==> src/rtl/gpio_port_if.sv <==
// rtl/gpio_port_if.sv - register bus between the processor and gpio_port
interface gpio_port_if #(
    parameter int WIDTH = 8
);
    logic [2:0]       addr;
    logic             wr_en;
    logic [WIDTH-1:0] wr_data;
    logic             rd_en;
    logic [WIDTH-1:0] rd_data;
    logic             irq;

    modport master (
        output addr, wr_en, wr_data, rd_en,
        input  rd_data, irq
    );

    modport slave (
        input  addr, wr_en, wr_data, rd_en,
        output rd_data, irq
    );
endinterface

==> src/rtl/gpio_port.sv <==
// rtl/gpio_port.sv - register-mapped GPIO with synchronised, debounced inputs and edge interrupts
module gpio_port #(
    parameter int               WIDTH           = 8,
    parameter int               SYNC_STAGES     = 2,
    parameter int               DEBOUNCE_CYCLES = 4,
    parameter logic [WIDTH-1:0] OUT_RESET       = '0
) (
    input  logic             clk,
    input  logic             reset,
    input  logic [WIDTH-1:0] gpi,
    output logic [WIDTH-1:0] gpo,
    gpio_port_if.slave       bus
);

    localparam logic [2:0] ADDR_IN      = 3'd0;
    localparam logic [2:0] ADDR_OUT     = 3'd1;
    localparam logic [2:0] ADDR_RISE_EN = 3'd2;
    localparam logic [2:0] ADDR_FALL_EN = 3'd3;
    localparam logic [2:0] ADDR_STATUS  = 3'd4;
    localparam logic [2:0] ADDR_OUT_SET = 3'd5;
    localparam logic [2:0] ADDR_OUT_CLR = 3'd6;

    logic [WIDTH-1:0] sync_q [SYNC_STAGES];
    logic [WIDTH-1:0] sync;
    logic [WIDTH-1:0] deb;
    logic [WIDTH-1:0] deb_next;
    logic [WIDTH-1:0] rise_en;
    logic [WIDTH-1:0] fall_en;
    logic [WIDTH-1:0] status;
    logic [WIDTH-1:0] status_clr;
    logic [WIDTH-1:0] status_next;
    logic [WIDTH-1:0] rd_q;

    always_ff @(posedge clk) begin
        if (reset) begin
            for (int s = 0; s < SYNC_STAGES; s++) begin
                sync_q[s] <= '0;
            end
        end else begin
            sync_q[0] <= gpi;
            for (int s = 1; s < SYNC_STAGES; s++) begin
                sync_q[s] <= sync_q[s-1];
            end
        end
    end

    assign sync = sync_q[SYNC_STAGES-1];

    generate
        if (DEBOUNCE_CYCLES == 0) begin : g_bypass
            assign deb_next = sync;
        end else begin : g_debounce
            localparam int CNT_W = $clog2(DEBOUNCE_CYCLES + 1);
            localparam logic [CNT_W-1:0] CNT_LAST = CNT_W'(DEBOUNCE_CYCLES - 1);

            logic [CNT_W-1:0] cnt      [WIDTH];
            logic [CNT_W-1:0] cnt_next [WIDTH];

            // Any cycle where sync agrees with deb restarts the run, so short glitches never land.
            always_comb begin
                deb_next = deb;
                for (int i = 0; i < WIDTH; i++) begin
                    cnt_next[i] = '0;
                    if (sync[i] != deb[i]) begin
                        if (cnt[i] == CNT_LAST) begin
                            deb_next[i] = sync[i];
                        end else begin
                            cnt_next[i] = cnt[i] + 1'b1;
                        end
                    end
                end
            end

            always_ff @(posedge clk) begin
                for (int i = 0; i < WIDTH; i++) begin
                    if (reset) begin
                        cnt[i] <= '0;
                    end else begin
                        cnt[i] <= cnt_next[i];
                    end
                end
            end
        end
    endgenerate

    // Edge flags are set from deb_next so they land on the same edge as deb; set beats clear.
    always_comb begin
        status_clr = '0;
        if (bus.wr_en && (bus.addr == ADDR_STATUS)) begin
            status_clr = bus.wr_data;
        end
        status_next = (status & ~status_clr)
                    | (deb_next & ~deb & rise_en)
                    | (~deb_next & deb & fall_en);
    end

    always_ff @(posedge clk) begin
        if (reset) begin
            gpo     <= OUT_RESET;
            rise_en <= '0;
            fall_en <= '0;
            status  <= '0;
            deb     <= '0;
        end else begin
            deb    <= deb_next;
            status <= status_next;
            if (bus.wr_en) begin
                case (bus.addr)
                    ADDR_OUT:     gpo     <= bus.wr_data;
                    ADDR_RISE_EN: rise_en <= bus.wr_data;
                    ADDR_FALL_EN: fall_en <= bus.wr_data;
                    ADDR_OUT_SET: gpo     <= gpo | bus.wr_data;
                    ADDR_OUT_CLR: gpo     <= gpo & ~bus.wr_data;
                    default:      ;
                endcase
            end
        end
    end

    // Read mux uses the registered values, so a same-cycle write is seen only by later reads.
    always_ff @(posedge clk) begin
        if (reset) begin
            rd_q <= '0;
        end else if (bus.rd_en) begin
            case (bus.addr)
                ADDR_IN:      rd_q <= deb;
                ADDR_OUT:     rd_q <= gpo;
                ADDR_RISE_EN: rd_q <= rise_en;
                ADDR_FALL_EN: rd_q <= fall_en;
                ADDR_STATUS:  rd_q <= status;
                default:      rd_q <= '0;
            endcase
        end
    end

    assign bus.rd_data = rd_q;
    assign bus.irq     = |status;

endmodule

==> src/flat_wrapper.sv <==
// flat-port wrapper written by rule: the top's interface ports become plain ports
module gpio_port_flat 
#(
    parameter int               WIDTH           = 8,
    parameter int               SYNC_STAGES     = 2,
    parameter int               DEBOUNCE_CYCLES = 4,
    parameter logic [WIDTH-1:0] OUT_RESET       = '0
)
  (clk, reset, gpi, gpo, bus_addr, bus_wr_en, bus_wr_data, bus_rd_en, bus_rd_data, bus_irq);
  gpio_port_if #(.WIDTH(WIDTH)) bus_i ();
  input  logic clk;
  input  logic reset;
  input  logic [WIDTH-1:0] gpi;
  output logic [WIDTH-1:0] gpo;
  input wire logic [$bits(bus_i.addr)-1:0] bus_addr;
  input wire logic [$bits(bus_i.wr_en)-1:0] bus_wr_en;
  input wire logic [$bits(bus_i.wr_data)-1:0] bus_wr_data;
  input wire logic [$bits(bus_i.rd_en)-1:0] bus_rd_en;
  output wire logic [$bits(bus_i.rd_data)-1:0] bus_rd_data;
  output wire logic [$bits(bus_i.irq)-1:0] bus_irq;
  assign bus_i.addr = bus_addr;
  assign bus_i.wr_en = bus_wr_en;
  assign bus_i.wr_data = bus_wr_data;
  assign bus_i.rd_en = bus_rd_en;
  assign bus_rd_data = bus_i.rd_data;
  assign bus_irq = bus_i.irq;
  gpio_port #(.WIDTH(WIDTH), .SYNC_STAGES(SYNC_STAGES), .DEBOUNCE_CYCLES(DEBOUNCE_CYCLES), .OUT_RESET(OUT_RESET)) u_core (.clk(clk), .reset(reset), .gpi(gpi), .gpo(gpo), .bus(bus_i));
endmodule
==> config.mk <==
export PLATFORM = sky130hd
export DESIGN_NAME = gpio_port_flat
export DESIGN_NICKNAME = d
export VERILOG_FILES = /design/src/rtl/gpio_port_if.sv /design/src/rtl/gpio_port.sv /design/src/flat_wrapper.sv
export SDC_FILE = /design/constraint.sdc
export NUM_CORES = 1
export LEC_CHECK = 0
export CAP_MARGIN = 20
export CORE_UTILIZATION = 45
export CTS_BUF_LIST = sky130_fd_sc_hd__clkbuf_8
export CTS_CLUSTER_SIZE = 20
export DETAILED_ROUTE_END_ITERATION = 8
export PLACE_DENSITY = 0.68
export SLEW_MARGIN = 20
export SYNTH_ARGS = -nofsm -noshare
export SYNTH_HDL_FRONTEND = slang
export SYNTH_SLANG_ARGS = --single-unit
==> constraint.sdc <==
create_clock -name clk -period 2.1 [get_ports clk]
set_input_delay 0.525 -clock clk [delete_from_list [all_inputs] [get_ports clk]]
set_output_delay 0.525 -clock clk [all_outputs]
set_load 0.01 [all_outputs]
# --- Word level (Yosys, flattened, before mapping) ---
# Memories as Yosys holds them, arrays and structs flattened.
# Cells that the tools add are included.
classes:
  add_sub_neg: 8
  eq_ne: 22
  n_mux: 48
  bitwise_logic: 23
  n_reduce_logical: 7
ops:
  columns: ["op", "count"]
  rows:
  - ["$mux W3", 24]
  - ["$and A8 B8 Y8", 6]
  - ["$pmux W8 S5", 1]
  - ["$not A8 Y8", 4]
  - ["$eq A3 B2 Y1 const B", 10]
  - ["$add A3 B1 Y3 const B", 8]
  - ["$mux W8", 3]
  - ["$or A8 B8 Y8", 3]
  - ["$pmux W8 S3", 1]
  - ["$mux W1", 19]
  - ["$or A1 B1 Y1", 10]
  - ["$eq A3 B3 Y1 const B", 3]
  - ["$ne A1 B1 Y1", 8]
  - ["$reduce_or A8 Y1", 1]
  - ["$reduce_and A2 Y1", 3]
  - ["$eq A3 B1 Y1 const B", 1]
  - ["$logic_not A3 Y1", 1]
  - ["$reduce_bool A3 Y1", 1]
  - ["$logic_and A1 B1 Y1", 1]
word_totals:
  register_bits: 48
  mem_bits_rw: 40
  in_bits: 23
  out_inout_bits: 17
  wordCells: 116
  n_memories: 2
memory_table:
  columns: ["name", "words", "width", "read_ports", "rd_ports_with_merged_regs", "write_ports", "line", "source"]
  rows:
  - ["u_core.g_debounce.cnt", 8, 3, 8, 0, 8, "gpio_port.sv:56", "logic [CNT_W-1:0] cnt [WIDTH];"]
  - ["u_core.sync_q", 2, 8, 2, 0, 2, "gpio_port.sv:23", "logic [WIDTH-1:0] sync_q [SYNC_STAGES];"]

# --- Logic depth before layout (Yosys ltp) ---
# Gate-level depths: netlist (run 1).
logic_depth:
  word_depth: 7
  mapped_depth: 6
  ltp_nobuf: 5

# --- Worst setup path after synthesis (run 1) ---
# OpenSTA, ideal clock, no wires.
synth_path:
  path_kind: "in2reg"
  start: "in bus_addr[0]"
  end: "reg u_core.rd_q[0], in the netlist u_core.bus.rd_data[0]"
  setup_time_ps: 139
  t_arrival_ps: 1340
  slack_ps: 622
  cell_stages: 5
  path_buffers: 1
  cell_sequence: "buf_4 -> mux2_1 -> a22oi_1 -> a2bb2oi_1 -> a211oi_1"
synth_via:
  elab_chain_len: 2
synth_rtl:
  columns: ["element", "line", "source"]
  rows:
  - ["start, declared", "flat_wrapper.sv:15", "input wire logic [$bits(bus_i.addr)-1:0] bus_addr;"]
  - ["$eq A3 B3 Y1 (tied with other cells)", "gpio_port.sv:125", "case (bus.addr)"]
  - ["$pmux W8 S5 *", "gpio_port.sv:125", null]
  - ["end signal, assigned", "gpio_port.sv:127", "ADDR_OUT: rd_q <= gpo;"]
  - ["end signal, assigned", "gpio_port.sv:128", "ADDR_RISE_EN: rd_q <= rise_en;"]
  - ["end signal, assigned", "gpio_port.sv:129", "ADDR_FALL_EN: rd_q <= fall_en;"]
  - ["end, declared", "gpio_port.sv:32", "logic [WIDTH-1:0] rd_q;"]
# Every way passes the cells marked *; elsewhere a longest branch is shown, timed or not.
# A chain may end at the register's enable or synchronous reset.

# --- Final worst setup path (run 1) ---
layout_path:
  start: "reg u_core.status[5]"
  end: "out bus_irq"
layout_via:
  elab_chain_len: 1
layout_rtl:
  columns: ["element", "line", "source"]
  rows:
  - ["start, declared", "gpio_port.sv:29", "logic [WIDTH-1:0] status;"]
  - ["start signal, assigned", "gpio_port.sv:106", "status <= status_next;"]
  - ["$reduce_or A8 Y1", "gpio_port.sv:137", "assign bus.irq = |status;"]
  - ["end, declared", "flat_wrapper.sv:20", "output wire logic [$bits(bus_i.irq)-1:0] bus_irq;"]
# Every way passes these cells.

==> results of run 1 <==
worst paths after layout:
| check | endpoint | from | depth (start not counted) | slack (ps) |
|---|---|---|---|---|
| worst max-delay path | bus_irq | u_core.status[5] | 3 | 160 |
| worst min-delay path | u_core.g_debounce.cnt[0][0] | u_core.g_debounce.cnt[0][0] | 1 | 420 |
| worst max register to register | u_core.bus.rd_data[1] | u_core.fall_en[1] | 4 | 920 |
| worst min register to register | u_core.g_debounce.cnt[0][0] | u_core.g_debounce.cnt[0][0] | 1 | 420 |
through the flow:
stage / total power [mW] / setup slack, ps / std cells / util, %
floorplan: 1.907 / 621.6 / 412 / -
global placement: 2.045 / -33.20 / 559 / 55.44
detailed placement: 2.049 / -61.60 / 559 / 55.44
CTS: 3.047 / 155.7 / 574 / 57.69
global route: 3.143 / 104.3 / 574 / 57.69
finish: 3.018 / 164.2 / 574 / 57.69
registers in the layout, summed over array words and instances (netlist names):
register / cells
u_core.g_debounce.cnt: 24
u_core.sync_q: 16
u_core.bus.rd_data: 8
u_core.deb: 8
u_core.fall_en: 8
u_core.gpo: 8
u_core.rise_en: 8
u_core.status: 8
worst reg2reg max path, cell delays in order, from the launching register on:
cell,delay [ps]
dfxtp_1,340
mux2_1,300
a22oi_1,150
a2bb2oi_1,200
a211oi_1,90
kinds of logic after synthesis:
| group | count (synthesis) | synth area share [%] |
|---|---|---|
| adders and majority gates | 16 | 5.339 |
| and+or+nand+nor | 170 | 21.82 |
| DFF | 88 | 46.98 |
| AOI/OAI and AO/OA | 76 | 14.41 |
| muxes | 23 | 6.607 |
| buffers and inverters | 39 | 4.838 |
per-layer routing:
metal | part of all wire (%) | track usage (%) | routed length, µm | vias up
met1 | 45 | 25.45 | 3690 | 1375
met3 | 4.4 | 4.390 | 357 | 10
met2 | 49 | 33.58 | 4042 | 57
li1 | - | - | - | 1518
met4 | 1.0 | 7.692 | 84 | 0
met5 | 0 | 0 | 0 | -
cell type report:
class	instances	share of cell area [%]
multi-input combinational	285	40.03
timing repair buffer	65	13.28
tap	102	2.805
clock buffer	10	3.024
clock inverter	5	0.5774
inverter	19	1.567
sequential	88	38.71
power groups by stage:
stage | clock, mW | sequential (mW) | combinational, mW
detailed placement | 0 | 1.77 | 0.280
floorplan | 0 | 1.77 | 0.139
finish | 1.01 | 1.73 | 0.279
global route | 1.10 | 1.74 | 0.307
global placement | 0 | 1.77 | 0.276
CTS | 1.04 | 1.73 | 0.281
repair_timing:
| action | in CTS | in global routing |
|---|---|---|
| endpoints found under the setup margin | 1 | 0 |
| hold buffers | 0 | 0 |
| resized for setup | 3 | 0 |
synthesized netlist by cell type:
| library cell | n | area (µm²) |
|---|---|---|
| mux2_1 | 11 | 123.9 |
| a211oi_2 | 1 | 12.51 |
| a2bb2oi_1 | 5 | 43.79 |
| a22oi_1 | 13 | 97.59 |
| a22oi_2 | 1 | 12.51 |
| buf_6 | 3 | 33.78 |
| buf_1 | 2 | 7.510 |
| nor4_1 | 2 | 12.51 |
| a221oi_1 | 1 | 8.760 |
| nand3_1 | 9 | 45.04 |
| inv_1 | 19 | 71.32 |
| o21ai_0 | 8 | 40.04 |
| buf_2 | 7 | 35.03 |
| a21oi_1 | 19 | 95.09 |
| nor2_1 | 55 | 206.5 |
| o21ai_1 | 1 | 5.000 |
| nand3b_1 | 12 | 90.09 |
| a22o_1 | 8 | 70.07 |
| a2bb2oi_2 | 1 | 15.01 |
| nand2b_1 | 1 | 6.260 |
| and3b_1 | 2 | 17.52 |
| o21bai_2 | 1 | 11.26 |
| buf_4 | 1 | 7.510 |
| nor2_2 | 1 | 6.260 |
| a211oi_1 | 6 | 45.04 |
| and3_1 | 1 | 6.260 |
| nand2_1 | 50 | 187.7 |
| o32ai_1 | 1 | 8.760 |
| o21ai_4 | 1 | 16.27 |
| mux2_2 | 3 | 33.78 |
| ha_1 | 16 | 200.2 |
| nor2b_1 | 34 | 212.7 |
| dfxtp_1 | 88 | 1762 |
| nor4bb_1 | 2 | 20.02 |
| o21a_2 | 1 | 8.760 |
| and2b_1 | 1 | 7.510 |
| a31oi_1 | 8 | 50.05 |
| clkbuf_1 | 7 | 26.28 |
| mux2i_1 | 9 | 90.09 |
==> results.toml, run 1 <==
[drt]
via_per_inst = 5.157
dr.first_iter.drc_count = 173
postRouteAntennaNets = 0
detailroute.via_count = 2960
drt_first_pass_iters = 4
route.detailed.drc = 0
route.detailed.wl_per_inst_um = 14.24
wirelength_um = 8173

[final_layout]
layout.cells.most_common_list = "88 x dfxtp_1, 55 x nor2_1, 50 x nand2_1"
num_antenna_cells = 0
drive_gt1_share_pct = 10.81
layout.cell_area.non_filler_um2 = 4551
fin_nets = 507
footprint_of_the_multi_input_gates_um2 = 1822
synthToLayoutAreaGrowth_pct = 21.35
seq_area_um2 = 1762
mostFrequentLayoutCell = "dfxtp_1"
fillers = 691

[floorplanning]
floorplan.die_area_um2 = 8702
fp.coreArea_um2 = 7888
ioPinCount = 40
initial_standard_cell_utilization_of_the_core_pct = 47.54
fp.dieW_um = 93.29
chipHeight_um = 93.29
std_cell_rows = 32

[sta]
final_max_slew_viol_count = 0
grt_setup_unrepaired = "no"
max_slew.worst_pin.slew_ps = 364.6
fmax_mhz = 516.6
final-setup-viol-count = 0
timing.final.crit_share_pct = 92.18
hold_viol_final = 0
period_needed_ps = 1936
finClkSkew_ps = 4.519
tns_ps = 0
hold_slack_ps = 419.3
worst_slew_margin_rel_pct = 75.44

[power]
clock_power_share_pct = 33.4
cell_internal_pwr_mw = 2.292
ir_drop_worst_case_vdd_uv = 476.7
p_comb_share_pct = 9.2
p_leak_nw = 1.764
seqPwrFrac_pct = 57.4
power-per-cell-area_nw_per_um2 = 663.1
power_switching_mw = 0.7255
power_switching_share_pct = 24.04

[place]
dp_hpwl_um = 5947
io_buffer_count = 39
gpl.final_weighted_congestion = 0.8312
placed_area_um2 = 4373

[critical_path]
worst_ep_required_time_ps = 1570
timing.critical_path.buf_inv = 1
critPathLaunchType = "flop"
end_kind = "output port"
setup.worst_path.class = "flop to output port"
critPathTopFamily = "simple AND/OR/NAND/NOR gates"
cpMaxStageDelayCell = "dfxtp_1"
crit_path_cell_trace = "nor4_4 > nand2_1 > dlygate4sd2_1"
critical_path.max_stage_delay_ps = 370
timing.critical_path.arrival_ps = 1410
crit_path_max_fanout = 3

[global_routing]
largest_net_degree_at_the_start_of_global_routing = 47
grt_pass1_wl_um = 13470
grt.overflow.total = 0
grt_usage_pct = 20.16
via_count_of_the_first_global_routing_pass = 2844
grt_antenna_before_repair = 0

[yosys]
yosys_register_bits = 88
warning_count_from_the_yosys_run = 0
post_synth_cell_types = 39
netlist_instances = 412
synth_seq_area_share_pct = 46.98
syn_area_um2 = 3750
synth_fp_nets = 451
post_synth.cell_area_avg_um2 = 9.102

[hold_path]
hold_path.class = "flop to flop"

[clocking]
cts_made_buffers = 9
cts.clk_slew.worst_paths_ps = 80
tritoncts_clock_tree = "built"
cts_setup_buffers = 0
tritoncts_sinks = 88
cts_max_level = 3
cts.path.max_buffers = 2
clockRootBuffer = "clkbuf_8"
worstSkewPairLatency_ps = 350

[outcome]
status = "finished clean"

[flow_run]
drv.max_cap_violation_count = 0
Power figures use the tool's default switching activity.
==> inputs of run 2 (changes only) <==
CORE_MARGIN = 10   (was not set)
==> results.toml, run 2 (synthesized netlist as in run 1, its figures left out) <==
[global_routing]
grtUsageMet3_pct = 3.788
grt_usage_pct = 13.65
most_congested_layer_reported_by_global_routing = "met2"
gr-usage-met2_pct = 22.86
grt.overflow.total = 0
via_count_of_the_first_global_routing_pass = 2979
largest_net_degree_at_the_start_of_global_routing = 66
grt_use_met1_pct = 16.27
grt_antenna_before_repair = 0
grt_pass1_wl_um = 14120

[drt]
detailroute.via_count = 2999
route.detailed.wl_per_inst_um = 14.57
wirelength_um = 8335
drt_first_pass_iters = 4
via_per_inst = 5.243
route.detailed.drc = 0
postRouteAntennaNets = 0
dr.first_iter.drc_count = 112

[power]
cell_internal_pwr_mw = 2.492
p_leak_nw = 1.748
clock_power_share_pct = 37.8
power_switching_share_pct = 22.70
seqPwrFrac_pct = 53.7
post-layout-total-power_mw = 3.223
power-per-cell-area_nw_per_um2 = 708.8
ir_drop_worst_case_vdd_uv = 402.6
power_switching_mw = 0.7315
p_comb_share_pct = 8.5

[floorplanning]
fp.dieW_um = 111.3
ioPinCount = 40
initial_standard_cell_utilization_of_the_core_pct = 45.87
fp.coreArea_um2 = 8175
floorplan.die_area_um2 = 12380
chipHeight_um = 111.3
std_cell_rows = 33

[clocking]
cts_setup_buffers = 0
tritoncts_clock_tree = "built"
cts_max_level = 3
cts_made_buffers = 9
cts.clk_slew.worst_paths_ps = 80
tritoncts_sinks = 88
clockRootBuffer = "clkbuf_8"
cts.hold.buffers_added = 0
cts.path.max_buffers = 2
worstSkewPairLatency_ps = 360

[final_layout]
final_cell_count_no_fill = 572
layout.cell_area.non_filler_um2 = 4547
drive_gt1_share_pct = 9.636
reg_with_most_ffs = "u_core.g_debounce.cnt"
reg_top3 = "u_core.g_debounce.cnt: 24 flops, u_core.sync_q: 16 flops"
largest_register_ffs = 24
seq_area_um2 = 1762
footprint_of_the_multi_input_gates_um2 = 1813
layout.cells.most_common_list = "88 x dfxtp_1, 55 x nor2_1, 50 x nand2_1"
fillers = 742
fin_nets = 502
synthToLayoutAreaGrowth_pct = 21.25
final_core_utilization_pct = 55.62
num_antenna_cells = 0
mostFrequentLayoutCell = "dfxtp_1"

[sta]
grt_setup_unrepaired = "no"
final_max_slew_viol_count = 0
finClkSkew_ps = 6.655
fmax_mhz = 495.9
hold_viol_final = 0
timing.final.crit_share_pct = 96.03
period_needed_ps = 2017
final-setup-viol-count = 0
max_slew.worst_pin.slew_ps = 406.7
worst_slew_margin_rel_pct = 72.87
setup_slack_ps = 83.32

[place]
post-place-ws_ps = -63.26
gpl.final_weighted_congestion = 0.8237
placedCellCount = 557
placed_area_um2 = 4339
io_buffer_count = 39
dp_hpwl_um = 6013

[critical_path]
cpMaxStageDelayCell = "dfxtp_1"
critPathTopFamily = "simple AND/OR/NAND/NOR gates"
end_kind = "output port"
crit_path_max_fanout = 3
timing.critical_path.buf_inv = 1
timing.critical_path.arrival_ps = 1490
critPathLaunchType = "flop"
worst_ep_required_time_ps = 1570
setup.worst_path.class = "flop to output port"
critical_path.max_stage_delay_ps = 350
crit_path_cell_trace = "nor4_2 > nand2_1 > dlygate4sd2_1"

[flow_run]
drv.max_cap_violation_count = 0

[outcome]
status = "finished clean"

[hold_path]
hold_path.class = "primary input to flop"
==> run 2: changes by cell type in the layout (fill, tap and decap cells not counted), sizes merged <==
cell	before	now
clkinv	3	0
clkbuf	10	9
bufinv	0	2
inv	21	22
clkinvlp	0	1
buf	27	22
==> run 2: layout make-up <==
type	instances	area share [%]
multi-input cells	285	39.87
repair buffers	60	12.47
well taps	105	2.889
inverters	19	1.569
clock buffers	9	2.724
clock inverters	6	1.734
flip-flops and latches	88	38.75
==> run 2: layer usage <==
layer / part of all wire (%) / wire, µm / up-vias
li1: - / - / 1514
met1: 44 / 3699 / 1411
met2: 48 / 4027 / 65
met3: 6.2 / 520 / 9
met4: 1.0 / 87 / 0
met5: 0 / 0 / -
==> run 2: power groups by stage <==
stage	Sequential [mW]	Combinational, mW	Clock (mW)
global placement	1.77	0.270	0
global route	1.74	0.298	1.33
detailed placement	1.77	0.274	0
finish	1.73	0.274	1.22
CTS	1.73	0.275	1.24
floorplan	1.77	0.139	0
==> run 2: path summary, 6_finish.rpt <==
path / depth (start not counted) / startpoint / slack, ps / endpoint
setup / recovery: 3 / u_core.status[3] / 80 / bus_irq
hold / removal: 2 / reset / 410 / u_core.bus.rd_data[5]
setup reg to reg: 4 / u_core.fall_en[1] / 890 / u_core.bus.rd_data[1]
hold reg to reg: 1 / u_core.g_debounce.cnt[0][0] / 420 / u_core.g_debounce.cnt[0][0]
==> run 2: what timing repair did <==
| item | 4_1_cts | 5_1_grt |
|---|---|---|
| endpoints found under the setup margin | 1 | 0 |
| gates resized for setup | 2 | 0 |
| hold endpoints to repair | 0 | 0 |
==> run 2: metrics by stage <==
stage	setup TNS [ps]	hold slack [ps]
floorplan	0	399.2
global placement	-105.8	406.0
detailed placement	-394.4	412.8
CTS	0	399.8
global route	0	425.4
finish	0	406.0
==> inputs of run 3 (changes only) <==
ABC_AREA = 0   (was not set)
CTS_CLUSTER_SIZE = not set   (was 20)
==> results of run 3 <==
No change in the layout: final DEF, timing and power equal those of run 2.
